File: config.mk
export PLATFORM = sky130hd
export DESIGN_NAME = fpm_final_add
export DESIGN_NICKNAME = d
export VERILOG_FILES = /design/src/rtl/fpm_pkg.sv /design/src/rtl/fpm_cpa.sv /design/src/rtl/fpm_final_add.sv
export SDC_FILE = /design/constraint.sdc
export NUM_CORES = 1
export LEC_CHECK = 0
export BUFFER_PORTS_ARGS = -buffer_cell sky130_fd_sc_hd__buf_2
export CORE_AREA = 2 2 123 101
export DETAILED_ROUTE_END_ITERATION = 16
export DIE_AREA = 0 0 125 103
export PLACE_DENSITY = 0.88
export SLEW_MARGIN = 20
export SYNTH_ARGS = -nofsm -noshare
export SYNTH_HDL_FRONTEND = slang
export SYNTH_HIERARCHICAL = 1
export SYNTH_SLANG_ARGS = --single-unit
File: constraint.sdc
create_clock -name clk -period 10.9 [get_ports clk]
set_clock_uncertainty 0.1 [all_clocks]
set_input_delay 0.545 -clock clk [delete_from_list [all_inputs] [get_ports clk]]
set_output_delay 0.545 -clock clk [all_outputs]
set_load 0.02 [all_outputs]
File: src/rtl/fpm_pkg.sv
// Shared widths and types for the floating-point multiplier final-add slice.
package fpm_pkg;

    localparam int FPM_PROD_W  = 48;
    localparam int FPM_SPLIT_W = 24;

    typedef logic [47:0] prod_t;

endpackage

File: src/rtl/fpm_cpa.sv
// Parameterised ripple carry-propagate adder with carry-in and carry-out.
module fpm_cpa #(
    parameter int N = 24
) (
    input  logic [N-1:0] a,
    input  logic [N-1:0] b,
    input  logic         cin,
    output logic [N-1:0] sum,
    output logic         cout
);

    logic [N:0] carry;

    assign carry[0] = cin;

    for (genvar i = 0; i < N; i++) begin : g_bit
        assign sum[i]       = a[i] ^ b[i] ^ carry[i];
        assign carry[i + 1] = (a[i] & b[i]) | (carry[i] & (a[i] ^ b[i]));
    end

    assign cout = carry[N];

endmodule

File: src/rtl/fpm_final_add.sv
// Two-stage split carry-propagate adder closing the Dadda tree of the multiplier.
// Optional rounding guard/sticky extraction is enabled by FPM_FINAL_ADD_STICKY_EN.
module fpm_final_add
    import fpm_pkg::*;
#(
    parameter int W     = FPM_PROD_W,
    parameter int SPLIT = FPM_SPLIT_W
) (
    input  logic         clk,
    input  logic         n_rst,
    input  logic         in_valid,
    output logic         in_ready,
    input  logic [W-1:0] row_s,
    input  logic [W-1:0] row_c,
    output logic         out_valid,
    input  logic         out_ready,
    output logic [W-1:0] prod,
    output logic         norm,
    output logic         guard,
    output logic         sticky
);

    localparam int HW = W - SPLIT;

    // Handshake: a word moves when valid && ready on the same rising edge.
    // A stage loads when it is empty or its contents leave this cycle; in_ready
    // is derived only from out_ready and the stage valid flags, never in_valid.
    logic s1_valid;
    logic s2_valid;
    logic s1_load;
    logic s2_load;
    logic in_xfer;
    logic s1_xfer;

    logic [SPLIT-1:0] s1_lo;
    logic             s1_c_lo;
    logic [HW-1:0]    s1_s_hi;
    logic [HW-1:0]    s1_c_hi;
    logic [W-1:0]     s2_prod;

    logic [SPLIT-1:0] lo_sum;
    logic             lo_carry;
    logic [HW-1:0]    hi_sum;
    logic             hi_carry_unused;

    assign s2_load  = !s2_valid || out_ready;
    assign s1_load  = !s1_valid || s2_load;
    assign in_ready = s1_load;
    assign in_xfer  = in_valid && s1_load;
    assign s1_xfer  = s1_valid && s2_load;

    fpm_cpa #(.N(SPLIT)) u_cpa_lo (
        .a    (row_s[SPLIT-1:0]),
        .b    (row_c[SPLIT-1:0]),
        .cin  (1'b0),
        .sum  (lo_sum),
        .cout (lo_carry)
    );

    fpm_cpa #(.N(HW)) u_cpa_hi (
        .a    (s1_s_hi),
        .b    (s1_c_hi),
        .cin  (s1_c_lo),
        .sum  (hi_sum),
        .cout (hi_carry_unused)
    );

    always_ff @(posedge clk or negedge n_rst) begin
        if (!n_rst) begin
            s1_valid <= 1'b0;
            s1_lo    <= '0;
            s1_c_lo  <= 1'b0;
            s1_s_hi  <= '0;
            s1_c_hi  <= '0;
        end else begin
            if (s1_load) begin
                s1_valid <= in_valid;
            end
            if (in_xfer) begin
                s1_lo   <= lo_sum;
                s1_c_lo <= lo_carry;
                s1_s_hi <= row_s[W-1:SPLIT];
                s1_c_hi <= row_c[W-1:SPLIT];
            end
        end
    end

    always_ff @(posedge clk or negedge n_rst) begin
        if (!n_rst) begin
            s2_valid <= 1'b0;
            s2_prod  <= '0;
        end else begin
            if (s2_load) begin
                s2_valid <= s1_valid;
            end
            if (s1_xfer) begin
                s2_prod <= {hi_sum, s1_lo};
            end
        end
    end

    assign out_valid = s2_valid;
    assign prod      = s2_prod;
    assign norm      = s2_prod[W-1];

`ifdef FPM_FINAL_ADD_STICKY_EN
    logic s1_sl;
    logic s1_b22;
    logic s2_guard;
    logic s2_sticky;
    logic hi_msb;

    assign hi_msb = hi_sum[HW-1];

    // The rounding point sits one bit lower when the product is not normalised.
    always_ff @(posedge clk or negedge n_rst) begin
        if (!n_rst) begin
            s1_sl     <= 1'b0;
            s1_b22    <= 1'b0;
            s2_guard  <= 1'b0;
            s2_sticky <= 1'b0;
        end else begin
            if (in_xfer) begin
                s1_sl  <= |lo_sum[SPLIT-3:0];
                s1_b22 <= lo_sum[SPLIT-2];
            end
            if (s1_xfer) begin
                s2_guard  <= hi_msb ? s1_lo[SPLIT-1] : s1_b22;
                s2_sticky <= hi_msb ? (s1_sl | s1_b22) : s1_sl;
            end
        end
    end

    assign guard  = s2_guard;
    assign sticky = s2_sticky;
`else
    assign guard  = 1'b0;
    assign sticky = 1'b0;
`endif

endmodule

==> flow_summary.json <==
{
  "crit_family": "adder cells",
  "n_antenna_cell": 0,
  "r2r_start": "s1_s_hi[0]",
  "crit_path_start_kind": "flop",
  "placementRows": 36,
  "worstMarginPinSlew_ps": 1010,
  "worstSetupPathType": "flop to flop",
  "drc": 0,
  "setup_viol": 0,
  "outcome": "completed",
  "cp_num_cells": 29,
  "wl_per_cell_um": 16.5,
  "globalplace.congestion": 0.738,
  "cts.sinks": 123,
  "clk_latency_ps": 410,
  "ys_warn_count": 6,
  "die_h_um": 103,
  "fmax_mhz": 96.1,
  "hold_class": "input port to async pin",
  "timing.final.ws_setup_ps": 496,
  "cts-resized-gates": 0,
  "path_max_fanout": 2,
  "vias": 3155,
  "area_growth_pct": 25.8,
  "worstPathRequired_ps": 11140,
  "first_iter_violations": 81,
  "antenna_found_initial": 0,
  "timing.setup.tns_ps": 0,
  "portBuffers": 150,
  "syn_avg_cell_area_um2": 17.3,
  "power_density_nw_per_um2": 249,
  "maxSlewViolCount": 0,
  "dieArea_um2": 12900,
  "leakagePower_nw": 3.43,
  "grt_pass1_vias": 3532,
  "cts_tree": "yes",
  "clkTransAtPathRegs_ps": 50,
  "grt_usage_pct": 18.3,
  "r2r_slack_ps": 500,
  "die_w_um": 125,
  "instances_no_fill": 656,
  "critical_path_buf_inv_count": 4,
  "cpMaxStageDelayCell": "fa_1",
  "clockBufferDepth": 2,
  "end_kind": "flop",
  "peakVddDrop_uv": 138,
  "timing.critical_path.mode_cell": "fa_1",
  "dpl-instance-area_um2": 6580,
  "start_util_pct": 48.8,
  "r2r-end": "prod[47]",
  "grt_max_degree": 74,
  "drv_cap": 0,
  "pre_cts_ws_ps": 540,
  "relSlewSlack_pct": 32.8,
  "finalHoldViolations": 0,
  "core_um2": 11800,
  "nets": 639,
  "dp.cells": 624,
  "htreeDepth": 4,
  "cts_setup_buffers": 0,
  "hpwl_mm": 7.58,
  "postRouteAntennaNets": 0,
  "critPathArrivalTime_ps": 10650,
  "drt-vias-per-instance": 4.81,
  "drtPass1Iterations": 3,
  "globalRouteOverflowTotal": 0,
  "numCtsBuffers": 17,
  "ios": 153,
  "final_cell_area_um2": 7240,
  "totalPowerFinal_mw": 1.80,
  "drive_gt1_share_pct": 47.2,
  "syn_area_um2": 5760,
  "syn_inst": 333,
  "r2r.worst_path.cells": 29,
  "cp_slowest_stage_delay_ps": 440,
  "cts_root_buffer": "clkbuf_16",
  "finalCriticalPeriod_ps": 10400,
  "finalCritPeriodShare_pct": 95.5,
  "rsz0062_at_grt": "no",
  "hold_buffers": 0,
  "grt_first_pass_wirelength_mm": 17.6,
  "wirelength_mm": 10.8
}
-- final cells by class --
class	count	area, um2
clock buffers	19	443
well taps	152	190
flip-flops and latches	123	3080
multi-input cells	178	2470
inverters	19	71.3
clock inverters	13	221
repair buffers	152	768
fillers	877	4560
-- worst max-delay path by stage --
| stage | startpoint | end | slack, ps |
|---|---|---|---|
| global route | s1_s_hi[0] | prod[47] | 90 |
| CTS | s1_s_hi[0] | prod[47] | 430 |
| finish | s1_s_hi[0] | prod[47] | 500 |
| global placement | row_s[0] | s1_lo[23] | 640 |
| floorplan | row_s[0] | s1_lo[23] | 990 |
| detailed placement | row_s[0] | s1_lo[23] | 540 |
-- registers in the layout (all words and copies together), names as in the netlist --
signal / cells
prod: 48
s1_c_hi: 24
s1_lo: 24
s1_s_hi: 24
out_valid: 1
s1_c_lo: 1
s1_valid: 1
-- routing by layer --
layer | global-route usage, % | share of wire [%] | vias up
met3 | 7.32 | 7.1 | 16
met4 | 7.69 | 1.6 | 0
met2 | 30.1 | 49 | 110
met1 | 21.8 | 42 | 1604
li1 | - | - | 1425
met5 | 0 | 0 | -
-- where the power goes --
group          switching (mW)  internal, mW  total [mW]
registers              0.0818         0.594       0.676
clock network           0.199         0.433       0.631
logic                   0.257         0.238       0.495
-- stage by stage --
stage	utilization, %	hold slack [ps]
final	61.4	82.1
after global routing	61.4	139
after CTS	61.4	105
after detailed placement	55.7	382
after global placement	55.7	369
after floorplan	-	149
-- layout by cell type, fill, tap and decap left out --
| master | count |
|---|---|
| fa_1 | 48 |
| buf_4 | 3 |
| inv_1 | 19 |
| mux2_2 | 31 |
| clkinv_4 | 1 |
| clkinvlp_4 | 1 |
| buf_2 | 149 |
| clkbuf_16 | 17 |
| nand2_2 | 1 |
| dfrtp_1 | 123 |
| mux2_1 | 70 |
| nand3b_4 | 1 |
| clkbuf_8 | 1 |
| nand2b_2 | 1 |
| clkinv_2 | 5 |
| conb_1 | 3 |
| clkbuf_1 | 1 |
| nand2_4 | 1 |
| mux2_4 | 20 |
| bufinv_16 | 6 |
| nand2b_1 | 2 |
Power figures use the tool's default switching activity.
